===== src/rtl/mul_sched_pkg.sv =====
// Shared constants and one-hot helpers for the multiplier-sharing scheduler.
// Helpers work on an 8-bit one-hot space (the largest supported requester count).
package mul_sched_pkg;

    localparam int DW_DEF    = 8;
    localparam int PW_DEF    = 16;
    localparam int MUL_LAT_B = 3;   // mul_para_B pipeline depth, A-in to P-out
    localparam int MAX_REQ   = 8;

    function automatic logic [MAX_REQ-1:0] onehot(input logic [2:0] id);
        return 8'(1) << id;
    endfunction

    function automatic logic [2:0] encode(input logic [MAX_REQ-1:0] oh);
        logic [2:0] r;
        r = '0;
        for (int i = 0; i < MAX_REQ; i++) begin
            if (oh[i]) r = 3'(i);
        end
        return r;
    endfunction

endpackage


===== src/rtl/mul_share_sched_rr_arb.sv =====
// Round-robin arbiter, combinational grant, highest priority at ptr; 0-cycle latency.
// No backpressure of its own: a masked request vector simply yields no grant.
module rr_arb
    import mul_sched_pkg::*;
#(
    parameter int N  = 4,
    parameter int IW = $clog2(N)
) (
    input  logic          clk,
    input  logic          rst_n,
    input  logic [N-1:0]  req,
    output logic [N-1:0]  gnt,
    output logic [IW-1:0] gnt_id
);

    logic [IW-1:0] ptr;
    logic [N-1:0]  rot;
    logic [N-1:0]  low;
    logic [2:0]    sel;
    logic [IW:0]   sum;

    // Rotate so ptr sits at bit 0, pick the lowest set bit, rotate the index back.
    always_comb begin
        rot    = N'({req, req} >> ptr);
        low    = rot & (~rot + 1'b1);
        sel    = encode(8'(low));
        sum    = {1'b0, ptr} + {1'b0, IW'(sel)};
        if (sum >= (IW+1)'(N)) sum = sum - (IW+1)'(N);
        gnt_id = sum[IW-1:0];
        gnt    = (|rot) ? N'(onehot(3'(gnt_id))) : '0;
    end

    always_ff @(posedge clk or negedge rst_n) begin
        if (!rst_n) begin
            ptr <= '0;
        end else if (|gnt) begin
            ptr <= (gnt_id == IW'(N-1)) ? '0 : gnt_id + IW'(1);
        end
    end

endmodule


===== src/rtl/mul_share_sched.sv =====
// Shares one pipelined constant-B multiplier among N_REQ requesters; MUL_LAT+2 cycle latency.
// Backpressure: requesters stall only on lost arbitration or en=0; responses cannot be stalled.
module mul_share_sched
    import mul_sched_pkg::*;
#(
    parameter int N_REQ   = 4,
    parameter int DW      = DW_DEF,
    parameter int PW      = PW_DEF,
    parameter int MUL_LAT = MUL_LAT_B,
    localparam int IDW    = $clog2(N_REQ)
) (
    input  logic              clk,
    input  logic              rst_n,
    input  logic              en,
    input  logic [N_REQ-1:0]  req_valid,
    output logic [N_REQ-1:0]  req_ready,
    input  logic [N_REQ*DW-1:0] req_data,
    output logic [DW-1:0]     mul_a,
    input  logic [PW-1:0]     mul_p,
    output logic [N_REQ-1:0]  rsp_valid,
    output logic [IDW-1:0]    rsp_id,
    output logic [PW-1:0]     rsp_data,
    output logic              busy
);

    logic [N_REQ-1:0] gnt;
    logic [IDW-1:0]   gnt_id;
    logic             xfer;
    logic [DW-1:0]    ops [N_REQ];

    logic [MUL_LAT:0] tag_vld;
    logic [IDW-1:0]   tag_id [MUL_LAT+1];

    rr_arb #(.N(N_REQ), .IW(IDW)) u_arb (
        .clk    (clk),
        .rst_n  (rst_n),
        .req    (req_valid & {N_REQ{en}}),
        .gnt    (gnt),
        .gnt_id (gnt_id)
    );

    assign req_ready = gnt;
    assign xfer      = |gnt;

    for (genvar i = 0; i < N_REQ; i++) begin : g_ops
        assign ops[i] = req_data[i*DW +: DW];
    end

    always_ff @(posedge clk or negedge rst_n) begin
        if (!rst_n) begin
            mul_a <= '0;
        end else if (xfer) begin
            mul_a <= ops[gnt_id];
        end
    end

    // Tag pipe is one stage deeper than the multiplier to cover the mul_a register.
    always_ff @(posedge clk or negedge rst_n) begin
        if (!rst_n) begin
            tag_vld <= '0;
            for (int i = 0; i <= MUL_LAT; i++) tag_id[i] <= '0;
        end else begin
            tag_vld   <= {tag_vld[MUL_LAT-1:0], xfer};
            tag_id[0] <= gnt_id;
            for (int i = 1; i <= MUL_LAT; i++) tag_id[i] <= tag_id[i-1];
        end
    end

    always_ff @(posedge clk or negedge rst_n) begin
        if (!rst_n) begin
            rsp_valid <= '0;
            rsp_id    <= '0;
            rsp_data  <= '0;
        end else begin
            rsp_valid <= tag_vld[MUL_LAT] ? N_REQ'(onehot(3'(tag_id[MUL_LAT]))) : '0;
            if (tag_vld[MUL_LAT]) begin
                rsp_id   <= tag_id[MUL_LAT];
                rsp_data <= mul_p;
            end
        end
    end

    assign busy = (|tag_vld) | (|rsp_valid);

endmodule

===== config.mk =====
export PLATFORM = sky130hd
export DESIGN_NAME = mul_share_sched
export DESIGN_NICKNAME = d
export VERILOG_FILES = /design/src/rtl/mul_sched_pkg.sv /design/src/rtl/mul_share_sched_rr_arb.sv /design/src/rtl/mul_share_sched.sv
export SDC_FILE = /design/constraint.sdc
export NUM_CORES = 1
export LEC_CHECK = 0
export ABC_AREA = 1
export CORE_MARGIN = 2
export CORE_UTILIZATION = 30
export DETAILED_ROUTE_END_ITERATION = 10
export GPL_TIMING_DRIVEN = 0
export PLACE_DENSITY = 0.6
export SLEW_MARGIN = 20
export SYNTH_ARGS = -nofsm -noshare
export SYNTH_HDL_FRONTEND = slang
export SYNTH_SLANG_ARGS = --single-unit

===== constraint.sdc =====
create_clock -name clk -period 3.9 [get_ports clk]
set_input_delay 0.39 -clock clk [delete_from_list [all_inputs] [get_ports clk]]
set_output_delay 0.39 -clock clk [all_outputs]
set_load 0.005 [all_outputs]

=== Word-level counts from Yosys, hierarchy flattened ===
Cells that the tools add are included.

* Add/subtract/negate cells: 4
* Magnitude comparators: 2
* Equality and inequality tests: 1
* Shift-type cells: 3
* Multiplexer cells: 10
* Bitwise gates (word level): 5
* Reductions and logical operators: 4

{| class="wikitable"
|+ Operator list
! kind !! count
|-
| 8-bit binary-select mux with 2-bit select || 1
|-
| 8-bit two-way mux || 2
|-
| 4-bit OR reduction || 4
|-
| 4-bit AND || 2
|-
| 2-bit two-way mux || 4
|-
| 4-bit two-way mux || 2
|-
| 1-bit by 2-bit left shift with 4-bit output (first input constant) || 2
|-
| 8-bit by 2-bit right shift with 4-bit output || 1
|-
| 3-bit greater-or-equal comparator (second input constant) || 2
|-
| 4-bit by 1-bit adder with 4-bit output (second input constant) || 1
|-
| 4-bit inverter || 1
|-
| 2-bit by 2-bit adder with 3-bit output || 1
|-
| 2-bit inverter with 3-bit output || 1
|-
| 2-bit by 1-bit adder with 2-bit output (second input constant) || 1
|-
| 2-bit equality test (second input constant) || 1
|-
| 2-bit by 1-bit subtractor with 2-bit output (second input constant) || 1
|-
| 1-bit two-way mux || 1
|-
| 1-bit bitwise OR || 1
|}

* Bits in registers: 44
* Input port bits: 55
* Output and inout port bits: 35
* Word-level logic and storage cells: 39

=== Logic depth before layout (Yosys ltp) ===
* Word-level depth: 15
* Depth in mapped cells: 19
* Depth with buffers taken out: 17

=== Hierarchy ===
From an unflattened synthesis, not the netlist that was laid out.

* Cells, all modules: 262
* Area, all modules: 2,247.2 sq um

{| class="wikitable"
|+ By module, submodules not included
! module !! times used !! cells each !! area an instance (sq um) !! seq. area each (sq um)
|-
| mul_share_sched || 1 || 206 || 1,875.5 || 1,051.0
|-
| rr_arb || 1 || 56 || 371.6 || 50.0
|}

=== Least setup slack after synthesis ===
Ideal clock, no wire load.

* Path kind: input port to output port
* From: in en
* To: out req_ready[2]
* Arrival time: 2,316 ps
* Required time: 3,510 ps
* Slack: 1,194 ps
* Stages on the path: 13
* Path through: buf_2 nand2_1 nand2_1 nand3_1 nand2_2 a31oi_1 nor2_1 ha_1 buf_2 clkinv_1 clkbuf_1 ha_1 a21boi_0

* Word-level cells in the longest chain between the ends: 13
* Elaborated cells on any way between the ends: 15
* Classes of those cells: add/sub: 3; order compare: 1; shift: 2; mux: 5; bitwise: 3; reduce/logical: 1

{| class="wikitable"
|+ RTL lines
! what !! line !! source
|-
| from (decl) || mul_share_sched.sv:14 || <nowiki>input logic en,</nowiki>
|-
| 4-bit AND * || mul_share_sched.sv:37 || <nowiki>.req (req_valid & {N_REQ{en}}),</nowiki>
|-
| 8-bit by 2-bit right shift with 4-bit output * || mul_share_sched_rr_arb.sv:24 || <nowiki>rot = N'({req, req} >> ptr);</nowiki>
|-
| 4-bit inverter || mul_share_sched_rr_arb.sv:25 || <nowiki>low = rot & (~rot + 1'b1);</nowiki>
|-
| 4-bit by 1-bit adder with 4-bit output || mul_share_sched_rr_arb.sv:25 ||
|-
| 4-bit AND * || mul_share_sched_rr_arb.sv:25 ||
|-
| 1-bit two-way mux || mul_sched_pkg.sv:18 || <nowiki>if (oh[i]) r = 3'(i);</nowiki>
|-
| 2-bit two-way mux || mul_sched_pkg.sv:18 ||
|-
| 2-bit two-way mux * || mul_sched_pkg.sv:18 ||
|-
| 2-bit by 2-bit adder with 3-bit output * || mul_share_sched_rr_arb.sv:27 || <nowiki>sum = {1'b0, ptr} + {1'b0, IW'(sel)};</nowiki>
|-
| 3-bit greater-or-equal comparator or 2-bit by 1-bit subtractor with 2-bit output (tied branches) || mul_share_sched_rr_arb.sv:28 || <nowiki>if (sum >= (IW+1)'(N)) sum = sum - (IW+1)'(N);</nowiki>
|-
| 2-bit two-way mux * || mul_share_sched_rr_arb.sv:28 ||
|-
| named net gnt_id[0] || mul_share_sched.sv:27 || <nowiki>logic [IDW-1:0] gnt_id;</nowiki>
|-
| 1-bit by 2-bit left shift with 4-bit output * || mul_sched_pkg.sv:11 || <nowiki>return 8'(1) << id;</nowiki>
|-
| 4-bit two-way mux * || mul_share_sched_rr_arb.sv:30 || <nowiki>gnt = (|rot) ? N'(onehot(3'(gnt_id))) : '0;</nowiki>
|-
| to (decl) || mul_share_sched.sv:16 || <nowiki>output logic [N_REQ-1:0] req_ready,</nowiki>
|}

Mark *: on every way through the listed nets, which the timed path passes. The rest lies on a longest branch.

=== Worst setup path in the final report ===
* From: in req_valid[3]
* To: out req_ready[0]

* Word-level cells in the longest chain between the ends: 13
* Elaborated cells on any way between the ends: 15
* Classes of those cells: add/sub: 3; order compare: 1; shift: 2; mux: 5; bitwise: 3; reduce/logical: 1

{| class="wikitable"
|+ RTL lines
! what !! line !! source
|-
| from (decl) || mul_share_sched.sv:15 || <nowiki>input logic [N_REQ-1:0] req_valid,</nowiki>
|-
| 4-bit AND * || mul_share_sched.sv:37 ||
|-
| 8-bit by 2-bit right shift with 4-bit output * || mul_share_sched_rr_arb.sv:24 ||
|-
| 4-bit inverter || mul_share_sched_rr_arb.sv:25 ||
|-
| 4-bit by 1-bit adder with 4-bit output || mul_share_sched_rr_arb.sv:25 ||
|-
| 4-bit AND * || mul_share_sched_rr_arb.sv:25 ||
|-
| 1-bit two-way mux || mul_sched_pkg.sv:18 ||
|-
| 2-bit two-way mux || mul_sched_pkg.sv:18 ||
|-
| 2-bit two-way mux * || mul_sched_pkg.sv:18 ||
|-
| 2-bit by 2-bit adder with 3-bit output * || mul_share_sched_rr_arb.sv:27 ||
|-
| 3-bit greater-or-equal comparator or 2-bit by 1-bit subtractor with 2-bit output (tied branches) || mul_share_sched_rr_arb.sv:28 ||
|-
| 2-bit two-way mux * || mul_share_sched_rr_arb.sv:28 ||
|-
| named net gnt_id[0] || mul_share_sched.sv:27 ||
|-
| 1-bit by 2-bit left shift with 4-bit output * || mul_sched_pkg.sv:11 ||
|-
| 4-bit two-way mux * || mul_share_sched_rr_arb.sv:30 ||
|}

Marked as above.

==> flow_summary.yaml <==
status:
  status: "complete, no violations"
synthesis:
  synth.ff_latch_count: 44
  synthesis.nets: 301
  syn-cell-area_um2: 2112
  synth_cell_type_count: 26
  synthArstFlopShare_pct: 100.0
  ys_top_cells_by_area: "dfrtp_1 52%, nand2_1 20%, mux2_2 8.5%"
  synthFlopType: "dfrtp_1"
  yosys-top-cells-count: "110 x nand2_1, 44 x dfrtp_1, 26 x nand3_1"
  syn_inst: 244
  synth_top_area_share_pct: 52.13
  ys_seq_area_share_pct: 52.13
  yosysWarnings: 0
  yosysMostFrequentCell: "nand2_1"
  synth_edf_count: 0
  synth_top_area_cell: "dfrtp_1"
  synth.avg_cell_area_um2: 8.656
clock_network:
  post_cts_buffers: 0
  clkTransAtPathRegs_ns: 0.08
  htreeDepth: 2
  cts_root_buf: "clkbuf_8"
  cts_tree: "done"
  clock-sinks: 44
  clk_latency_ns: 0.29
  cts_buffers: 5
  cts.path.max_buffers: 2
final_layout:
  final_cells: 436
  syn2layout_area_growth_pct: 52.61
  drive_gt1_share_pct: 13.53
  finalNetCount: 396
  diodes: 0
setup_path:
  critPathCaptureType: "output port"
  worstSetupPathType: "primary input to output port"
  slowest_delay_ns: 0.51
  slowest_stage: "clkdlybuf4s50_1"
  cp_data_required_time_ns: 3.51
  startpoint_type: "primary input"
  crit_fanout: 19
  arrival_ns: 3.17
  cp_cell_sequence: "clkdlybuf4s50_1, nand2_1, nand2_1, nand2_1, nand2_1, nand2_1, a31oi_1, nor2_1, ha_1, buf_2, clkinv_2, nand4_2, buf_2, inv_1, clkdlybuf4s50_1"
  crit_top_cell: "nand2_1"
placed_design:
  routabilityCongestion: 0.7401
  dp.cells: 429
  port_buffers: 88
  dp_hpwl_um: 3700
power:
  p_sw_mw: 1.503
  leakage_nw: 1.535
  vdd_ir_drop_max_mv: 0.7475
  p_clk_share_pct: 8.4
  power_frac_seq_pct: 23.9
  power_density_nw_per_um2: 1048
  combPwrFrac_pct: 67.6
  intPower_mw: 1.876
  swShare_pct: 44.49
die:
  dieArea_um2: 7727
  die_w_um: 87.91
  die_y_um: 87.91
  coreArea_um2: 6794
  num_rows: 30
  ios: 90
  initial_core_util_pct: 31.09
detailed_routing:
  vias: 1896
  drt_wl_total_um: 4773
  first_pass_iters: 4
  ant_nets: 0
  drc_errors: 0
  via_per_inst: 4.349
  drtIter0Drc: 47
  wire_per_inst_um: 10.95
grt:
  overflow: 0
  antenna_found_initial: 0
  grt_max_degree: 25
  first_global_vias: 1844
  gr-usage-all-layers_pct: 12.84
  grt_pass1_wl_um: 7955
timing:
  worst_pin_slew_ns: 0.5082
  slew_viol_final: 0
  finClkSkew_ns: 0.003005
  rsz0062_at_grt: "no"
  fmax_mhz: 281.2
  hold_viol: 0
  min_period_over_period_pct: 91.18
  fin_crit_ns: 3.556
  finalSetupViolCount: 0
  finalHoldWorstSlack_ns: 0.06383
  slew_headroom_pct: 66.12
run:
  cap_violations: 0
hold_path:
  hp-class: "primary input to async pin"
## state kept, by name, summed over array words and instances, names as in the netlist
signal     flops
rsp_id         2
rsp_data      16
tag_vld        4
tag_id         8
u_arb.ptr      2
mul_a          8
rsp_valid      4
## kinds of logic after synthesis
| kind of cell | synth area share [%] |
|---|---|
| XOR/XNOR | 0.4148 |
| flip-flops | 52.13 |
| AND/OR/NAND/NOR | 31.22 |
| AO/OA/AOI/OAI | 1.896 |
| adder cells (fa/ha/maj) | 1.185 |
| buffers and inverters | 4.621 |
| multiplexers | 8.531 |
## timing repair
| action | 4_1_cts | 5_1_grt |
|---|---|---|
| endpoints found under the setup margin | 1 | 0 |
| gates resized for setup | 1 | 0 |
| hold buffers | 0 | 0 |
## final timing paths
check	start	endpoint	slack (ns)	cells after the start
min in group clk	tag_id[5]	tag_id[3]	0.35	0
worst max-delay path	req_valid[3]	req_ready[0]	0.34	15
worst max register to register	u_arb.ptr[0]	u_arb.ptr[0]	1.06	15
max in group asynchronous	rst_n	tag_vld[2]	3.36	2
worst min register to register	tag_id[5]	tag_id[3]	0.35	0
worst min-delay path	rst_n	tag_id[2]	0.06	1
## through the flow
stage | util, % | setup TNS [ns] | setup slack [ns] | power [mW] | cell area [µm²]
5_1_grt | 47.44 | 0 | 0.09610 | 3.808 | 3223
3_3_place_gp | 45.82 | 0 | 0.0004705 | 3.121 | 3113
4_1_cts | 47.44 | 0 | 0.3075 | 3.439 | 3223
6_report | 47.44 | 0 | 0.3440 | 3.379 | 3223
2_1_floorplan | - | 0 | 1.194 | 2.318 | 2112
3_5_place_dp | 46.15 | -0.04456 | -0.04456 | 3.155 | 3136
## power groups by stage
stage | clock network (mW) | registers, mW | logic [mW]
finish | 0.285 | 0.808 | 2.29
floorplan | 0 | 0.816 | 1.50
detailed placement | 0 | 0.822 | 2.33
global placement | 0 | 0.810 | 2.31
CTS | 0.295 | 0.812 | 2.33
global route | 0.317 | 0.835 | 2.66
## layout by cell type (no fill, tap or decap)
master,count
mux2_2,16
a21boi_0,1
clkinv_2,1
buf_2,7
buf_6,1
o21ai_0,1
clkdlybuf4s50_1,87
dfrtp_1,44
nand2_1,110
buf_4,1
a21oi_1,1
clkbuf_8,6
nor2_1,6
xor2_1,1
nand4_2,1
buf_16,1
clkbuf_1,3
inv_1,6
inv_2,2
o21ai_2,1
buf_1,2
nor2_4,1
a31oi_1,1
nand2_2,6
ha_1,2
nor4_1,2
nand3_1,26
o21a_1,1
nand3_2,2
## per-layer routing
metal  GRT usage, %  share of wire (%)  wire (µm)
met2          21.35                 45       2139
met1          16.21                 47       2247
met3          4.336                7.6        365
met4          2.937               0.44         21
met5              0                  0          0
## final cells by class
class,count,area [µm²]
Buffer,11,60.06
Clock buffer,8,90.09
Fill cell,663,3571
Inverter,9,35.03
Multi-Input combinational cell,179,913.4
Sequential cell,44,1101
Tap cell,96,120.1
Timing Repair Buffer,89,903.4
## critical path, delay by kind of cell
family	cells	cell delay (ns)
adders and majority gates	1	0.28
and+or+nand+nor	7	0.61
AOI/OAI and AO/OA	1	0.14
buffers and inverters	6	1.74
No activity file was read; power rests on OpenSTA's default activity.
